--- config.mk ---
export PLATFORM = sky130hd
export DESIGN_NAME = batch_3_div_seq
export DESIGN_NICKNAME = d
export VERILOG_FILES = /design/src/rtl/batch_3_div_seq.sv
export SDC_FILE = /design/constraint.sdc
export NUM_CORES = 1
export LEC_CHECK = 0
export ABC_AREA = 1
export ABC_CLOCK_PERIOD_IN_PS = 2500
export CELL_PAD_IN_SITES_DETAIL_PLACEMENT = 1
export CELL_PAD_IN_SITES_GLOBAL_PLACEMENT = 1
export CORE_AREA = 2 2 149 122
export DETAILED_ROUTE_END_ITERATION = 7
export DIE_AREA = 0 0 151 124
export GPL_TIMING_DRIVEN = 0
export PLACE_DENSITY_LB_ADDON = 0.1
export SLEW_MARGIN = 20
export SYNTH_ARGS = -nofsm -noshare
export SYNTH_HDL_FRONTEND = slang
export SYNTH_SLANG_ARGS = --single-unit
--- constraint.sdc ---
create_clock -name ap_clk -period 2.5 [get_ports ap_clk]
set_input_delay 0.5 -clock ap_clk [delete_from_list [all_inputs] [get_ports ap_clk]]
set_output_delay 0.5 -clock ap_clk [all_outputs]
set_load 0.01 [all_outputs]
--- src/rtl/batch_3_div_seq.sv ---
// Sequential restoring divider: 34-bit signed dividend by 9-bit unsigned divisor,
// saturated 25-bit signed quotient plus signed remainder, ap_start/ap_done handshake.
module batch_3_div_seq #(
   parameter logic [31:0] ID         = 32'd1,
   parameter int          din0_WIDTH = 34,
   parameter int          din1_WIDTH = 9,
   parameter int          dout_WIDTH = 25
) (
   input  logic                  ap_clk,
   input  logic                  ap_rst_n,
   input  logic                  ap_start,
   output logic                  ap_ready,
   output logic                  ap_idle,
   output logic                  ap_done,
   input  logic [din0_WIDTH-1:0] din0,
   input  logic [din1_WIDTH-1:0] din1,
   output logic [dout_WIDTH-1:0] dout,
   output logic [9:0]            rem,
   output logic                  ovf,
   output logic                  dbz
);

   if (din0_WIDTH != 34 || din1_WIDTH != 9 || dout_WIDTH != 25) begin : g_bad_width
      $error("batch_3_div_seq instance %0d: only 34/9/25 widths are supported", ID);
   end

   typedef enum logic [1:0] {S_IDLE, S_CALC, S_FINISH} state_t;

   state_t       state, state_nxt;
   logic [33:0]  dq;        // dividend bits shift out of the top, quotient bits in at the bottom
   logic [8:0]   dvs;
   logic [9:0]   pr;
   logic [5:0]   cnt;
   logic         neg, nz, done_r;

   logic [9:0]   shifted, pr_nxt;
   logic         qbit;
   logic [24:0]  dout_n;
   logic [9:0]   rem_n;
   logic         ovf_n, dbz_n;

   assign ap_idle  = (state == S_IDLE);
   assign ap_ready = ap_start & (state == S_IDLE);
   assign ap_done  = done_r;

   always_ff @(posedge ap_clk) begin
      if (!ap_rst_n) state <= S_IDLE;
      else           state <= state_nxt;
   end

   always_comb begin
      state_nxt = state;
      case (state)
         S_IDLE:   if (ap_start) state_nxt = S_CALC;
         S_CALC:   if (cnt == 6'd0) state_nxt = S_FINISH;
         S_FINISH: state_nxt = S_IDLE;
         default:  state_nxt = S_IDLE;
      endcase
   end

   // pr < divisor <= 511, so bit 9 is always clear before the shift.
   always_comb begin
      shifted = {pr[8:0], dq[33]};
      qbit    = (shifted >= {1'b0, dvs});
      pr_nxt  = qbit ? (shifted - {1'b0, dvs}) : shifted;
   end

   always_comb begin
      dout_n = '0;
      rem_n  = '0;
      ovf_n  = 1'b0;
      dbz_n  = 1'b0;
      if (dvs == 9'd0) begin
         dbz_n  = 1'b1;
         ovf_n  = 1'b1;
         dout_n = neg ? 25'h1000000 : (nz ? 25'h0FFFFFF : 25'h0000000);
      end else if (neg) begin
         rem_n = -pr;
         if (dq > 34'h001000000) begin
            dout_n = 25'h1000000;
            ovf_n  = 1'b1;
         end else begin
            dout_n = -dq[24:0];
         end
      end else begin
         rem_n = pr;
         if (dq > 34'h000FFFFFF) begin
            dout_n = 25'h0FFFFFF;
            ovf_n  = 1'b1;
         end else begin
            dout_n = dq[24:0];
         end
      end
   end

   always_ff @(posedge ap_clk) begin
      if (!ap_rst_n) begin
         dq     <= '0;
         dvs    <= '0;
         pr     <= '0;
         cnt    <= '0;
         neg    <= 1'b0;
         nz     <= 1'b0;
         done_r <= 1'b0;
         dout   <= '0;
         rem    <= '0;
         ovf    <= 1'b0;
         dbz    <= 1'b0;
      end else begin
         done_r <= 1'b0;
         case (state)
            S_IDLE: begin
               if (ap_start) begin
                  neg <= din0[33];
                  nz  <= |din0;
                  dq  <= din0[33] ? 34'(-din0) : din0;
                  dvs <= din1;
                  pr  <= '0;
                  cnt <= 6'd33;
               end
            end
            S_CALC: begin
               pr <= pr_nxt;
               dq <= {dq[32:0], qbit};
               if (cnt != 6'd0) cnt <= cnt - 6'd1;
            end
            S_FINISH: begin
               dout   <= dout_n;
               rem    <= rem_n;
               ovf    <= ovf_n;
               dbz    <= dbz_n;
               done_r <= 1'b1;
            end
            default: ;
         endcase
      end
   end

endmodule

# After elaboration in Yosys (flattened, before gate mapping)
# Cells that the tools add are included.
# word_totals
wordCells,62
reg_bits,101
out_inout_bits,40
in_bits,46
# classes
reduce_logical,10
add_sub_neg,5
n_mux,26
order_cmp,3
eq_ne,5
bitwise_logic,1
# op_table
cell,n
$mux 25,5
$mux 34,2
$pmux 34 s2,1
$mux 10,4
$gt 34x24->1 const B,1
$gt 34x25->1 const B,1
$neg 34->34,1
$reduce_or 34->1,1
$neg 25->25,1
$mux 24,1
$pmux 10 s2,1
$mux 6,2
$pmux 6 s2,1
$ge 10x9->1,1
$neg 10->10,1
$sub 10x9->10,1
$logic_not 9->1,1
$logic_not 6->1,1
$mux 1,6
$ne 2x2->1 const B,3
$reduce_and 2->1,3
$reduce_bool 6->1,1
$sub 6x1->6 const B,1
$mux 2,2
7 further kinds,7

# Longest topological paths before layout
# Gate-level depths: netlist (run 1).
# depth
word_depth,4
ltp_mapped,14
ltp_nobuf,13

# Worst setup path after synthesis (run 1)
# OpenSTA, ideal clock, no wires.
# synth_timing
path_kind,reg2reg
startpoint,reg dq[33]
endpoint,reg pr[8]
required_time_ns,2.368
stages_incl_launch_ff,14
t_arrival_ns,1.878
period_less_slack_ns,2.010
setup_ns,0.132
n_path_buf,1
slack_ns,0.490
path_cell_list,dfxtp_1 -> inv_1 -> ha_1 -> inv_1 -> fa_1 -> nand3_1 -> nand2_1 -> nand2_1 -> nand3_1 -> nand2_2 -> nand2_1 -> buf_2 -> o21ai_0 -> a21oi_1
# synth_between
elab_chain_cells,3
elab_cells_between_ends,4
cone_classes,add/sub (1); order compare (1); mux (2)
# synth_lines
item,line_no,rtl
start: declaration,30,logic [33:0] dq;
start signal: assignment,116,dq <= din0[33] ? 34'(-din0) : din0;
start signal: assignment,124,"dq <= {dq[32:0], qbit};"
$sub 10x9->10 / $ge 10x9->1 (equally long branches),"65, 64",
$mux 10 *,65,"pr_nxt = qbit ? (shifted - {1'b0, dvs}) : shifted;"
$pmux 10 s2 *,111,case (state)
end signal: assignment,123,pr <= pr_nxt;
end: declaration,32,logic [9:0] pr;
# Every way passes the cells marked *; elsewhere a longest branch is shown, timed or not.
# A chain may end at the register's enable or synchronous reset.

# Worst setup path in the final report (run 1)
# layout_timing
startpoint,in ap_start
endpoint,out ap_ready
# layout_between
elab_chain_cells,1
# layout_lines
item,line_no,rtl
start: declaration,11,"input logic ap_start,"
$and 1x1->1,43,assign ap_ready = ap_start & (state == S_IDLE);
end: declaration,12,"output logic ap_ready,"
# Every way passes these cells.

==> reports/results.txt, run 1 <==
drt pass-1 iters: 5
Clock Skews: 0.0124 ns
Die H: 124 um
grt total ovfl: 0
Hold Path Depth: 2
fin worst setup slack: 0.0389 ns
peak supply drop: 0.388 mV
post-synthesis sequential area ratio: 0.297
I/O Pins: 86
layout cell share with drive strength beyond 1: 0.0730
initial DRC count: 331
Final ANT Viol Nets: 0
vias in the first global route: 7534
critical path launch point type: primary input
NumNets Final: 1234
slew of the pin with the lowest slew margin: 0.725 ns
root buffer cell: clkbuf_16
Post-Layout Cell Count: 1403
post-DR wirelength/cell: 17.0 um
synth warn: 0
power per cell area: 759 nW/um^2
core region area: 17100 um^2
outcome: complete, no violations
Max Transition Viols Final: 0
Via density: 5.34
final hold vios: 0
CTS tree: built
# rows: 43
routability cong.: 0.925
CTS buffer count: 9
hold_sp: rem[6]
fin crit period: 2.46 ns
Min-Delay Endpoint: rem[6]
P_leak: 3.45 nW
cells on worst reg2reg path: 14
Antenna diodes: 0
worst skew pair latency: 0.36 ns
Max Root-Sink Buffers: 2
Syn-to-layout area delta: 21.3%
# DRC: 0
initial core utilization: 0.398
chip width: 151 um
reg2reg setup slack: 0.20 ns
Slew headroom: 0.517
initial antenna violation count: 0
Critical R2R Launch: dq[33]
Final setup viols: 0
Syn Std Cell Area: 6810 um^2
Worst Setup End Kind: output port
Placement Cell Area: 7930 um^2
hold-fix buffers at CTS: 0
Worst Path Class, Setup: primary input to output port
Post-DP HPWL: 19.1 mm
gr usage total: 0.265
Tcrit/Tclk final: 0.984
Distinct cells, synth: 43
Post-Place Cells: 1387
Final Cell Area: 8260 um^2
max cap viols: 0
net count after synthesis: 1139
CTS clk-pin slew, worst paths: 0.08 ns
DR vias: 7493
final wirelength: 23.9 mm
most frequent cells in the layout: nand2_1 (283), nor2_1 (117), inv_1 (107)
Required @ worst endpoint: 2.00 ns
flops & latches, synth: 101
RSZ-0062 raised after global routing: false
timing-limited maximum frequency: 0.406 GHz
pre-CTS setup slack: -0.523 ns
IO Port Bufs: 84
Post-Synthesis Cells: 1078
final core utilization: 0.483
Crit Reg-Reg Endpoint: pr[7]
commonest non-fill, non-tap cell in the layout: nand2_1
first-pass GRT wire length: 38.7 mm
Worst Path Arrival: 1.96 ns
Min-Delay Path Class: register to register
clk sinks: 101
H-tree depth: 3
largest net degree at the start of global routing: 19
DIE AREA: 18700 um^2
Fill cells: 2328
syn avg cell area: 6.31 um^2
maximum fanout along the worst path: 15
-- where the power goes --
| part | leakage [nW] | internal (mW) | total, mW | switching, mW |
|---|---|---|---|---|
| logic | 2.48 | 1.00 | 2.81 | 1.80 |
| registers | 0.824 | 1.78 | 1.98 | 0.204 |
| clock network | 0.145 | 0.792 | 1.48 | 0.693 |
-- sequential cells by signal, summed over array words and instances (netlist names) --
signal   cells
dq          34
dout        25
pr          10
rem         10
dvs          9
cnt          6
state        2
ap_done      1
dbz          1
neg          1
nz           1
ovf          1
-- worst max-delay path by stage --
stage                     startpoint  cells after the start  slack, ns  endpoint
after global placement      ap_start                      6      -0.55  ap_ready
after detailed placement    ap_start                      6      -0.52  ap_ready
after global routing        ap_start                      5      0.001  ap_ready
after CTS                   ap_start                      5      0.006  ap_ready
after floorplan               dq[33]                     13       0.49     pr[8]
final                       ap_start                      5       0.04  ap_ready
-- layer usage --
layer	track usage	share of wire	routed length, um
met5	0	0	0
met3	0.0385	0.032	759
met4	0.0689	0.019	448
met1	0.357	0.49	11800
met2	0.445	0.46	10900
-- cell type report --
cell class / instances / area [um^2] / area share
Tap cell: 225 / 282 / 0.0341
Multi-Input combinational cell: 818 / 4160 / 0.504
Sequential cell: 101 / 2020 / 0.245
Buffer: 44 / 201 / 0.0244
Clock buffer: 9 / 225 / 0.0273
Timing Repair Buffer: 85 / 848 / 0.103
Clock inverter: 7 / 81.3 / 0.00985
Inverter: 114 / 435 / 0.0527
-- per-stage QoR --
step	hold slack (ns)	setup TNS [ns]	total power [mW]
after CTS	0.491	0	6.23
after detailed placement	0.470	-0.691	4.73
after floorplan	0.431	0	3.89
after global routing	0.511	0	6.75
after global placement	0.449	-0.690	4.66
final	0.486	0	6.27
-- cells by family (layout without fill, tap and decap cells) --
group / count (synthesis) / count (layout) / share of synthesized area
fa+ha+maj: 15 / 15 / 0.0287
simple gates: 554 / 554 / 0.354
flops: 101 / 101 / 0.297
buf+inv: 159 / 259 / 0.0923
xor+xnor: 30 / 30 / 0.0386
compound gates: 219 / 219 / 0.190
-- synth_stat cells --
cell / count / area share
nand2_1: 283 / 0.16
nor2_1: 118 / 0.065
inv_1: 108 / 0.060
dfxtp_1: 101 / 0.30
nand3_1: 100 / 0.074
o21ai_0: 65 / 0.048
a21oi_1: 62 / 0.046
clkbuf_1: 26 / 0.014
a22oi_1: 22 / 0.024
o21ai_1: 21 / 0.015
a21oi_2: 19 / 0.024
nand4_1: 19 / 0.017
xor2_1: 18 / 0.023
ha_1: 14 / 0.026
buf_2: 12 / 0.0088
xnor2_1: 12 / 0.015
a31oi_1: 10 / 0.0092
nor2_2: 7 / 0.0064
nor3_1: 6 / 0.0044
inv_2: 5 / 0.0028
buf_1: 4 / 0.0022
nand3b_1: 4 / 0.0044
nor2_4: 4 / 0.0066
o21ai_2: 4 / 0.0051
o22ai_1: 4 / 0.0037
or2_2: 4 / 0.0037
o21bai_1: 3 / 0.0033
o31ai_1: 3 / 0.0033
buf_6: 2 / 0.0033
nand2_2: 2 / 0.0018
nand2_4: 2 / 0.0033
nand3_4: 2 / 0.0051
o211ai_1: 2 / 0.0022
a21boi_0: 1 / 0.0011
a21boi_2: 1 / 0.0017
and3_1: 1 / 0.00092
clkbuf_2: 1 / 0.00073
clkinv_1: 1 / 0.00055
fa_1: 1 / 0.0029
nor2_8: 1 / 0.0029
nor4_2: 1 / 0.0018
o21a_1: 1 / 0.0011
o221ai_1: 1 / 0.0013
-- worst max-delay path, cell delays in order --
cell and delay, ns:
clkdlybuf4s50_1 0.45, nand2_1 0.06, clkbuf_4 0.23, inv_8 0.15, clkdlybuf4s50_1 0.56
-- timing repair --
item,4_1_cts,5_1_grt
setup buffers,0,1
gates cloned,0,0
pin swaps,0,1
endpoints found under the setup margin,1,11
gates resized for setup,3,5
Note: power is estimated with default switching activity, not from simulation.
==> run 2: changes to the inputs <==
HOLD_SLACK_MARGIN = 0.05   (was default)
PLACE_DENSITY = 0.85   (was default)
PLACE_DENSITY_LB_ADDON = default   (was 0.1)
==> reports/results.txt, run 2 (same netlist as run 1, synthesis figures left out) <==
Seq pwr share: 0.302
sw frac: 0.418
worst skew pair latency: 0.37 ns
final wirelength: 25.1 mm
Slew headroom: 0.444
Crit-path slowest cell: fa_1
first-pass GRT wire length: 40.0 mm
final hold vios: 0
Post-Route Setup TNS: 0 ns
max FFs per register: 34
Clock Power Share: 0.258
Die H: 124 um
chip width: 151 um
post-DR wirelength/cell: 17.9 um
Fill cells: 2338
Worst Path Class, Setup: register to register
IO Port Bufs: 84
P_leak: 3.49 nW
commonest non-fill, non-tap cell in the layout: nand2_1
NetSw: 2.75 mW
routability cong.: 0.906
H-tree depth: 3
Antenna diodes: 0
gr usage total: 0.273
crit path cell chain: inv_2, ha_1, inv_1, fa_1, nand3_1, nand2_1, nand2_1, nand3_2, nand2_4, nand2_1, clkbuf_4, nand2_1, nand3_1, a21oi_1
NumNets Final: 1236
storage element area: 2020 um^2
# DRC: 0
Tcrit/Tclk final: 0.969
reg2reg setup slack: 0.08 ns
Comb power frac: 0.440
Required @ worst endpoint: 2.78 ns
root buffer cell: clkbuf_16
Worst Path Arrival: 2.70 ns
layout cell share with drive strength beyond 1: 0.0754
vias in the first global route: 7694
Final ANT Viol Nets: 0
Syn-to-layout area delta: 22.3%
Post-DP HPWL: 19.6 mm
fin crit period: 2.42 ns
max cap viols: 0
DR vias: 7673
drt pass-1 iters: 5
grt total ovfl: 0
CTS clk-pin slew, worst paths: 0.07 ns
initial DRC count: 497
fin worst setup slack: 0.0781 ns
Via density: 5.46
I/O Pins: 86
DIE AREA: 18700 um^2
Slowest Stage Delay on Critical Path: 0.42 ns
slew of the pin with the lowest slew margin: 0.834 ns
Max Transition Viols Final: 0
largest registers: dq (34), dout (25)
Int Pwr: 3.83 mW
Final setup viols: 0
Most Frequent Cell on Critical Path: nand2_1
register with the most flip-flops: dq
peak supply drop: 0.390 mV
maximum fanout along the worst path: 10
multi-input combinational cell area: 4170 um^2
timing-limited maximum frequency: 0.413 GHz
most frequent cells in the layout: nand2_1 (283), nor2_1 (118), inv_1 (107)
core region area: 17100 um^2
Clock Skews: 0.0116 ns
CTS tree: built
Worst Setup End Kind: register
critical path launch point type: register
initial core utilization: 0.398
CTS buffer count: 9
# rows: 43
clk sinks: 101
power per cell area: 790 nW/um^2
Min-Delay Path Class: register to register
Max Root-Sink Buffers: 2
outcome: complete, no violations
largest net degree at the start of global routing: 18
initial antenna violation count: 0
pre-CTS setup slack: -0.506 ns
run 2: cell count changes in the layout (fill, tap and decap cells not counted), moves of 2 or more:
| cell | previous run | this run |
|---|---|---|
| buf_4 | 1 | 4 |
| bufinv_16 | 1 | 3 |
| clkinvlp_4 | 2 | 0 |
| inv_6 | 0 | 2 |
| inv_8 | 3 | 1 |
run 2: worst max-delay path, delay by kind of cell, from the launching register on:
family	cells	cell delay [ns]
and+or+nand+nor	8	0.83
adders and majority gates	2	0.62
buffers and inverters	3	0.41
DFF	1	0.31
AOI/OAI and AO/OA	1	0.18
run 2: stage by stage:
stage	area, um^2	instances	power [mW]	utilization	hold WS, ns
3_3_place_gp	7930	1387	4.62	0.463	0.447
3_5_place_dp	7930	1387	4.72	0.463	0.461
2_1_floorplan	6810	1078	3.89	-	0.431
6_report	8330	1405	6.58	0.487	0.473
5_1_grt	8330	1405	7.00	0.487	0.501
4_1_cts	8290	1402	6.45	0.484	0.474
run 2: power by group through the flow:
| stage | registers (mW) | logic [mW] | clock network, mW |
|---|---|---|---|
| after floorplan | 1.95 | 1.94 | 0 |
| after detailed placement | 2.01 | 2.70 | 0 |
| after global routing | 2.01 | 3.21 | 1.78 |
| after global placement | 2.00 | 2.62 | 0 |
| after CTS | 1.98 | 2.76 | 1.71 |
| final | 1.99 | 2.89 | 1.70 |
run 2: path summary, 6_finish.rpt:
| kind | start | to | depth (start not counted) |
|---|---|---|---|
| setup / recovery | dq[33] | pr[0] | 14 |
| hold / removal | rem[6] | rem[6] | 2 |
| hold reg to reg | rem[6] | rem[6] | 2 |
| setup reg to reg | dq[33] | pr[0] | 14 |
run 2: per-layer routing:
layer  GRT usage  share of wire  vias up
met5           0              0        -
met4      0.0736          0.021        0
met3      0.0465          0.054       39
met2       0.462           0.46      206
met1       0.361           0.46     3702
li1            -              -     3726
run 2: cell type report:
type,count,share of cell area
Inverter,114,0.0523
Buffer,44,0.0242
Clock inverter,6,0.0140
Tap cell,225,0.0338
Clock buffer,10,0.0287
Multi-Input combinational cell,818,0.500
Timing Repair Buffer,87,0.104
Sequential cell,101,0.243
run 2: what timing repair did:
action / 4_1_cts / 5_1_grt
pin swaps: 0 / 1
hold buffers: 0 / 0
setup buffers: 0 / 3
endpoints found under the setup margin: 2 / 11
gates resized for setup: 2 / 9
==> run 3: changes to the inputs <==
TNS_END_PERCENT = 100   (was default)
==> results of run 3 <==
Final layout, timing and power as in run 2 (identical DEF).
